## config.mk

```make
export PLATFORM = sky130hd
export DESIGN_NAME = pmd901_spi_master
export DESIGN_NICKNAME = d
export VERILOG_FILES = /design/src/rtl/pmd901_spi_master.sv
export SDC_FILE = /design/constraint.sdc
export NUM_CORES = 1
export LEC_CHECK = 0
export ABC_AREA = 1
export BUFFER_PORTS_ARGS = -buffer_cell sky130_fd_sc_hd__buf_2
export CAP_MARGIN = 5
export CELL_PAD_IN_SITES_DETAIL_PLACEMENT = 0
export CELL_PAD_IN_SITES_GLOBAL_PLACEMENT = 1
export CORE_MARGIN = 4
export CORE_UTILIZATION = 35
export CTS_CLUSTER_SIZE = 12
export DETAILED_ROUTE_END_ITERATION = 8
export GPL_TIMING_DRIVEN = 0
export HOLD_SLACK_MARGIN = 0.05
export PLACE_DENSITY_LB_ADDON = 0.1
export SLEW_MARGIN = 15
export SYNTH_ARGS = -nofsm -noshare
export SYNTH_HDL_FRONTEND = slang
export SYNTH_SLANG_ARGS = --single-unit
```

## constraint.sdc

```tcl
create_clock -name clk -period 2 [get_ports clk]
set_input_delay 0 -clock clk [delete_from_list [all_inputs] [get_ports clk]]
set_output_delay 0 -clock clk [all_outputs]
set_load 0.03 [all_outputs]
```

## src/rtl/pmd901_spi_master.sv

```systemverilog
// pmd901_spi_master: SPI mode-0 transmitter for the PMD901 motor driver.
// Accepts 16-bit speed words on a valid/ready handshake and shifts each one
// out MSB-first as a single csn-framed SPI transfer. park/bend only follow
// their request inputs between frames. fault/ready are 2-flop synchronized.
//
// Ports:
//   clk, rst_n          system clock, async active-low reset
//   tx_data/valid/ready speed-word handshake
//   park_req, bend_req  requested pin states (sampled between frames)
//   csn, spi_clk, mosi  SPI pins (all registered)
//   park, bend          device control pins (registered)
//   fault, ready        async device status inputs
//   fault_sync, ready_sync  synchronized status
//   busy                transfer or inter-frame gap in progress
module pmd901_spi_master #(
    parameter int unsigned CLK_DIV = 4,
    parameter int unsigned CSN_GAP = 4
) (
    input  logic        clk,
    input  logic        rst_n,
    input  logic [15:0] tx_data,
    input  logic        tx_valid,
    output logic        tx_ready,
    input  logic        park_req,
    input  logic        bend_req,
    output logic        csn,
    output logic        spi_clk,
    output logic        mosi,
    output logic        park,
    output logic        bend,
    input  logic        fault,
    input  logic        ready,
    output logic        fault_sync,
    output logic        ready_sync,
    output logic        busy
);

    typedef enum logic [2:0] {StIdle, StSetup, StShift, StHold, StGap} state_e;

    localparam logic [7:0] HalfLast = 8'(CLK_DIV - 1);
    localparam logic [7:0] GapLast  = 8'(CSN_GAP - 1);

    state_e      state_q, state_d;
    logic [7:0]  cnt_q, cnt_d;
    logic [3:0]  fall_q, fall_d;     // falling edges already produced
    // mosi_q holds the current bit; shreg_q holds the bits still to come.
    logic [14:0] shreg_q, shreg_d;
    logic        csn_q, csn_d;
    logic        sclk_q, sclk_d;
    logic        mosi_q, mosi_d;
    logic        park_q, park_d;
    logic        bend_q, bend_d;
    logic        fault_meta_q, fault_sync_q;
    logic        ready_meta_q, ready_sync_q;
    logic        hs;
    logic        cnt_half;

    always_ff @(posedge clk or negedge rst_n) begin
        if (!rst_n) begin
            state_q      <= StIdle;
            cnt_q        <= '0;
            fall_q       <= '0;
            shreg_q      <= '0;
            csn_q        <= 1'b1;
            sclk_q       <= 1'b0;
            mosi_q       <= 1'b0;
            park_q       <= 1'b0;
            bend_q       <= 1'b0;
            fault_meta_q <= 1'b0;
            fault_sync_q <= 1'b0;
            ready_meta_q <= 1'b0;
            ready_sync_q <= 1'b0;
        end else begin
            state_q      <= state_d;
            cnt_q        <= cnt_d;
            fall_q       <= fall_d;
            shreg_q      <= shreg_d;
            csn_q        <= csn_d;
            sclk_q       <= sclk_d;
            mosi_q       <= mosi_d;
            park_q       <= park_d;
            bend_q       <= bend_d;
            fault_meta_q <= fault;
            fault_sync_q <= fault_meta_q;
            ready_meta_q <= ready;
            ready_sync_q <= ready_meta_q;
        end
    end

    always_comb begin
        state_d  = state_q;
        cnt_d    = cnt_q;
        fall_d   = fall_q;
        shreg_d  = shreg_q;
        csn_d    = csn_q;
        sclk_d   = sclk_q;
        mosi_d   = mosi_q;
        park_d   = park_q;
        bend_d   = bend_q;
        tx_ready = (state_q == StIdle) && park_q && ready_sync_q && !fault_sync_q;
        hs       = tx_valid && tx_ready;
        cnt_half = (cnt_q == HalfLast);

        unique case (state_q)
            StIdle: begin
                if (hs) begin
                    shreg_d = tx_data[14:0];
                    mosi_d  = tx_data[15];
                    csn_d   = 1'b0;
                    cnt_d   = '0;
                    state_d = StSetup;
                end else begin
                    park_d = park_req;
                    bend_d = bend_req;
                end
            end
            StSetup: begin
                if (cnt_half) begin
                    cnt_d   = '0;
                    fall_d  = '0;
                    sclk_d  = 1'b1;
                    state_d = StShift;
                end else begin
                    cnt_d = cnt_q + 8'd1;
                end
            end
            StShift: begin
                if (cnt_half) begin
                    cnt_d = '0;
                    if (sclk_q) begin
                        sclk_d = 1'b0;
                        if (fall_q == 4'd15) begin
                            // Last bit stays on mosi through HOLD.
                            state_d = StHold;
                        end else begin
                            fall_d  = fall_q + 4'd1;
                            mosi_d  = shreg_q[14];
                            shreg_d = {shreg_q[13:0], 1'b0};
                        end
                    end else begin
                        sclk_d = 1'b1;
                    end
                end else begin
                    cnt_d = cnt_q + 8'd1;
                end
            end
            StHold: begin
                if (cnt_half) begin
                    cnt_d   = '0;
                    csn_d   = 1'b1;
                    mosi_d  = 1'b0;
                    state_d = StGap;
                end else begin
                    cnt_d = cnt_q + 8'd1;
                end
            end
            StGap: begin
                park_d = park_req;
                bend_d = bend_req;
                if (cnt_q == GapLast) begin
                    cnt_d   = '0;
                    state_d = StIdle;
                end else begin
                    cnt_d = cnt_q + 8'd1;
                end
            end
            default: state_d = StIdle;
        endcase
    end

    assign csn        = csn_q;
    assign spi_clk    = sclk_q;
    assign mosi       = mosi_q;
    assign park       = park_q;
    assign bend       = bend_q;
    assign fault_sync = fault_sync_q;
    assign ready_sync = ready_sync_q;
    assign busy       = (state_q != StIdle);

endmodule

```

==> results_dict.tcl, run 1 <==
set metrics [dict create \
    antenna_found_initial 0 \
    hold_ws_ns 0.0476 \
    syn_area_per_cell_um2 7.19 \
    tightest_slew_ns 0.910 \
    cts_setup_buffers 0 \
    gr-usage-all-layers_pct 15.9 \
    synth_cell_types 24 \
    cts_resized 0 \
    vias_per_cell 4.61 \
    wl_per_cell_um 12.1 \
    insertion_delay_ns 0.29 \
    power.density_nw_per_um2 1630 \
    fin_ws_ns 0.235 \
    die_area_um2 7480 \
    min_path_type "in2reg" \
    io_pins 32 \
    required_ns 2.19 \
    yosysWarnings 0 \
    drc 0 \
    area_delta_synth_final_pct 27.0 \
    syn-num-nets 325 \
    place_congestion 0.781 \
    period_minus_slack_ns 1.77 \
    ys_seq_elements 39 \
    drive_gt1_share_pct 16.4 \
    cts_inserted_buffers 5 \
    status "finished clean" \
    hold_viol 0 \
    start_kind "flip-flop" \
    setup_viol 0 \
    maxCapViolations 0 \
    holdPathStages 5 \
    mostFrequentLayoutCell "nand2_1" \
    fin_util_pct 46.0 \
    post-place-ws_ns 0.220 \
    htreeDepth 2 \
    reg2reg_depth 11 \
    finalCritPeriodShare_pct 88.3 \
    hold_start "tx_data[2]" \
    start_util_pct 36.2 \
    num-nets-final 383 \
    std_cell_rows 28 \
    timing.rr.end "shreg_q[12]$_DFFE_PN0P_" \
    path_class "reg2reg" \
    vdd_drop_max_mv 0.701 \
    clockBufferDepth 2 \
    antenna_left 0 \
    fin_total_pwr_mw 4.46 \
    num_antenna_cells 0 \
    grt_overflow 0 \
    grt_pass1_wl_mm 9.45 \
    drt_wl_total_mm 5.23 \
    drt_iter0_drc 113 \
    fillers 647 \
    grt_max_degree 40 \
    whs_endpoint "shreg_q[2]$_DFFE_PN0P_" \
    setup_tns_ns 0 \
    die-width_um 86.5 \
    cts_tree "done" \
    slew_violations 0 \
    hold_buffers 20 \
    finClkSkew_ns 0.00353 \
    max_slew_margin_pct 39.4 \
    rsz0062_at_grt "false" \
    grt_pass1_vias 2036 \
    syn_area_um2 2160 \
    die_h_um 86.5 \
    max_freq_ghz 0.567 \
    cp_max_fo 10 \
    seq_area_frac_synth_pct 45.3 \
    port_buffers 31 \
    core_area_um2 5960 \
    worst_ep_arrival_time_ns 1.95 \
    dp_hpwl_mm 3.57 \
    p_leak_nw 1.51 \
    synth_cells 300 \
    critPathCaptureType "flip-flop" \
    r2r-start "cnt_q[0]$_DFFE_PN0P_" \
    rrSetupSlack_ns 0.23 \
    vias 2001 \
    cts-root-buf "clkbuf_8" \
    drtPass1Iterations 4 \
    cts.sinks 39 \
    final_cell_mix "140 x nand2_1, 38 x dfrtp_1, 36 x nand3_1" \
    clkTransAtPathRegs_ns 0.08 \
]
[worst max path at each step]
stage / from / end / slack (ns) / cells past startpoint
floorplan: state_q[2]$_DFFE_PN0P_ / csn$_DFFE_PN1P_ / 0.35 / 6
global placement: cnt_q[0]$_DFFE_PN0P_ / shreg_q[14]$_DFFE_PN0P_ / 0.25 / 11
detailed placement: cnt_q[0]$_DFFE_PN0P_ / shreg_q[12]$_DFFE_PN0P_ / 0.22 / 11
CTS: cnt_q[0]$_DFFE_PN0P_ / shreg_q[6]$_DFFE_PN0P_ / 0.20 / 11
global route: cnt_q[0]$_DFFE_PN0P_ / shreg_q[6]$_DFFE_PN0P_ / 0.01 / 11
finish: cnt_q[0]$_DFFE_PN0P_ / shreg_q[12]$_DFFE_PN0P_ / 0.23 / 11
[critical path: stages (launching register included)]
cell	delay, ns
dfrtp_1	0.40
ha_1	0.23
inv_1	0.08
nor2_1	0.08
nand2_1	0.07
nor2_2	0.20
nand2_1	0.13
nand2_4	0.12
nand2_4	0.09
buf_6	0.15
nand2_1	0.06
nand2_1	0.05
[per-layer routing]
| metal | track usage [%] | vias up | share of wire (%) |
|---|---|---|---|
| met3 | 3.23 | 7 | 2.6 |
| met1 | 22.5 | 911 | 52 |
| met5 | 0 | - | 0 |
| met2 | 24.7 | 25 | 44 |
| li1 | - | 1058 | - |
| met4 | 4.25 | 0 | 1.2 |
[report_power, final]
| group | internal [mW] | leakage, nW | total (mW) | switching (mW) |
|---|---|---|---|---|
| Sequential | 1.11 | 0.493 | 1.32 | 0.213 |
| Combinational | 0.765 | 0.952 | 2.35 | 1.58 |
| Clock | 0.499 | 0.0654 | 0.788 | 0.289 |
[kinds of logic after synthesis]
family / after synthesis / share of synthesized area, %
XOR/XNOR: 4 / 1.62
buffers and inverters: 32 / 7.37
AND/OR/NAND/NOR: 210 / 41.5
flip-flops: 39 / 45.3
AO/OA/AOI/OAI: 13 / 3.02
adder cells (fa/ha/maj): 2 / 1.16
[through the flow]
step	instance area (um^2)	cells
floorplan	2160	300
global placement	2400	406
detailed placement	2400	406
CTS	2740	434
global route	2740	434
finish	2740	434
[sequential cells by signal, indices dropped and copies added (netlist names), 3 cells and up]
| register | flops |
|---|---|
| state_q | 3 |
| cnt_q | 8 |
| fall_q | 4 |
| shreg_q | 15 |
[cell usage after synthesis]
cell type    n  share of area (%)
dfrtp_1     38                 44
buf_6        3                1.6
buf_2        2               0.46
a21oi_1      1               0.23
dfstp_2      1                1.2
nand3b_1     1               0.35
nor2_4       1               0.52
nor2_1      15                2.6
nor2_2       2               0.58
nand2_1    140                 24
nand3_1     36                8.4
inv_2        2               0.35
ha_1         2                1.2
nand2_4      2                1.0
xor2_1       4                1.6
nand2_2      4                1.2
buf_4        3                1.0
inv_4        1               0.29
inv_1       21                3.7
nor3_1       2               0.46
nand4_1      6                1.7
o21ai_0     10                2.3
o21ai_1      2               0.46
and2_1       1               0.29
[layout make-up]
class,count,area [um^2],area share (%)
clock buffers,6,72.6,2.65
flip-flops and latches,39,977,35.7
well taps,75,93.8,3.43
plain buffers,8,66.3,2.42
multi-input cells,229,1020,37.2
clock inverters,2,60.1,2.19
repair buffers,51,355,13.0
inverters,24,92.6,3.38
(Power assumes the default switching activity.)
==> run 2, diff against run 1 <==
--- a/config.mk
+++ b/config.mk
@@ -17,6 +17,7 @@
 export GPL_TIMING_DRIVEN = 0
 export HOLD_SLACK_MARGIN = 0.05
 export PLACE_DENSITY_LB_ADDON = 0.1
+export RECOVER_POWER = 100
 export SLEW_MARGIN = 15
 export SYNTH_ARGS = -nofsm -noshare
 export SYNTH_HDL_FRONTEND = slang
==> run 2 against run 1 <==
  * Global-route usage stayed put
  * Combinational power down 3%
  * First-iteration DRC count rose by 15%
  * Die area did not move
  * Sequential share of layout area up 0.48 points
  * Worst setup slack gained 0.016 ns
  * Via count rose by 0.40%
  * Sequential power about the same
  * Total power down 1.9%
  * Register-to-register slack improved by 0.02 ns
  * Cell count unchanged
  * Critical path depth stayed put
==> results_dict.tcl, run 2 (synthesized netlist as in run 1, its figures left out) <==
set metrics [dict create \
    fin_total_pwr_mw 4.37 \
    final_cell_mix "143 x nand2_1, 38 x dfrtp_1, 36 x nand3_1" \
    drtPass1Iterations 4 \
    cts.sinks 39 \
    maxCapViolations 0 \
    setup_viol 0 \
    multi_input_comb_area_um2 1000 \
    cp_max_fo 10 \
    wl_per_cell_um 12.0 \
    place_congestion 0.781 \
    vias 2009 \
    cpMostUsedCell "nand2_1" \
    required_ns 2.19 \
    worstPathCellList "ha_1, inv_1, nor2_1, nand2_1, nor2_2, nand2_1, nand2_4, nand2_4, buf_6, nand2_1, nand2_1" \
    core_area_um2 5960 \
    period_minus_slack_ns 1.75 \
    seqCellArea_um2 977 \
    cts_inserted_buffers 5 \
    dp_hpwl_mm 3.57 \
    grt_pass1_wl_mm 9.45 \
    crit_slowest_cell "dfrtp_1" \
    fin_cells 434 \
    max_freq_ghz 0.572 \
    cts_tree "done" \
    tightest_slew_ns 1.01 \
    start_kind "flip-flop" \
    largest_register "shreg_q" \
    finalCritPeriodShare_pct 87.5 \
    antenna_found_initial 0 \
    clockBufferDepth 2 \
    place_inst 406 \
    path_class "reg2reg" \
    die-width_um 86.5 \
    drt_wl_total_mm 5.22 \
    area_delta_synth_final_pct 25.3 \
    critPathCaptureType "flip-flop" \
    drc 0 \
    cts_setup_buffers 0 \
    insertion_delay_ns 0.29 \
    grt_pass1_vias 2036 \
    gr-usage-all-layers_pct 15.9 \
    postPlaceCellArea_um2 2400 \
    cpPeakStageDelay_ns 0.40 \
    die_h_um 86.5 \
    drive_gt1_share_pct 12.0 \
    grt_overflow 0 \
    io_pins 32 \
    cts-root-buf "clkbuf_8" \
    hold_buffers 20 \
    vias_per_cell 4.63 \
    cts_resized 0 \
    antenna_left 0 \
    hold_viol 0 \
    max_slew_margin_pct 32.8 \
    mostFrequentLayoutCell "nand2_1" \
    grt_max_degree 40 \
    post-place-ws_ns 0.220 \
    worst_ep_arrival_time_ns 1.94 \
    p_leak_nw 1.48 \
    post-route-cell-area_um2 2700 \
    die_area_um2 7480 \
    fin_ws_ns 0.250 \
    fillers 659 \
    setup_tns_ns 0 \
    std_cell_rows 28 \
    start_util_pct 36.2 \
    largest_reg_flops 15 \
    clkTransAtPathRegs_ns 0.08 \
    power.density_nw_per_um2 1620 \
    min_path_type "in2reg" \
    rsz0062_at_grt "false" \
    htreeDepth 2 \
    vdd_drop_max_mv 0.699 \
    top_regs "shreg_q x15, cnt_q x8, fall_q x4" \
    finClkSkew_ns 0.00424 \
    status "finished clean" \
    num-nets-final 383 \
    num_antenna_cells 0 \
    drt_iter0_drc 130 \
    port_buffers 31 \
    slew_violations 0 \
]
## run 2: cell types whose count changed in the layout (fill, tap and decap cells not counted), moves of 2 or more
cell | previous run | this run
nand2_2 | 4 | 1
clkbuf_1 | 1 | 11
clkbuf_2 | 0 | 2
nor2_1 | 15 | 17
nand2_1 | 140 | 143
buf_2 | 33 | 22
## run 2: cell type report
type | count | area share, %
clock inverter | 2 | 2.22
clock buffer | 6 | 2.69
sequential | 39 | 36.2
multi-input combinational | 229 | 37.1
timing repair buffer | 51 | 12.7
tap | 75 | 3.47
inverter | 24 | 3.43
buffer | 8 | 2.18
## run 2: power breakdown
| part | total (mW) | internal, mW | switching [mW] |
|---|---|---|---|
| Sequential | 1.32 | 1.11 | 0.210 |
| Clock | 0.788 | 0.499 | 0.289 |
| Combinational | 2.27 | 0.712 | 1.56 |
| Total | 4.37 | 2.32 | 2.05 |
## run 2: worst paths after layout
path                                        start                 endpoint  slack [ns]  cells past startpoint
max                          cnt_q[0]$_DFFE_PN0P_  shreg_q[12]$_DFFE_PN0P_        0.25                     11
min                                    tx_data[2]   shreg_q[2]$_DFFE_PN0P_        0.05                      5
max reg2reg                  cnt_q[0]$_DFFE_PN0P_  shreg_q[12]$_DFFE_PN0P_        0.25                     11
min reg2reg                ready_meta_q$_DFF_PN0_     ready_sync$_DFF_PN0_        0.35                      0
max in group asynchronous                   rst_n   shreg_q[4]$_DFFE_PN0P_        0.97                      2
min in group asynchronous                   rst_n     cnt_q[7]$_DFFE_PN0P_        0.40                      2
## run 2: routing by layer
layer | global-route usage (%) | vias to the layer above | routed length (um)
li1 | - | 1057 | -
met1 | 22.5 | 916 | 2690
met2 | 24.7 | 31 | 2300
met3 | 3.23 | 5 | 171
met4 | 4.25 | 0 | 59
met5 | 0 | - | 0
## run 2: worst max-delay path, delay by kind of cell (launching register included)
| family | cells | cell delay, ns |
|---|---|---|
| and+or+nand+nor | 8 | 0.79 |
| DFF | 1 | 0.40 |
| adders and majority gates | 1 | 0.23 |
| buffers and inverters | 2 | 0.23 |
## run 2: through the flow
stage	hold WS, ns	utilization, %
floorplan	-0.296	-
global placement	0.110	40.4
detailed placement	0.110	40.4
CTS	0.0517	46.0
global route	0.0701	45.4
finish	0.0486	45.4
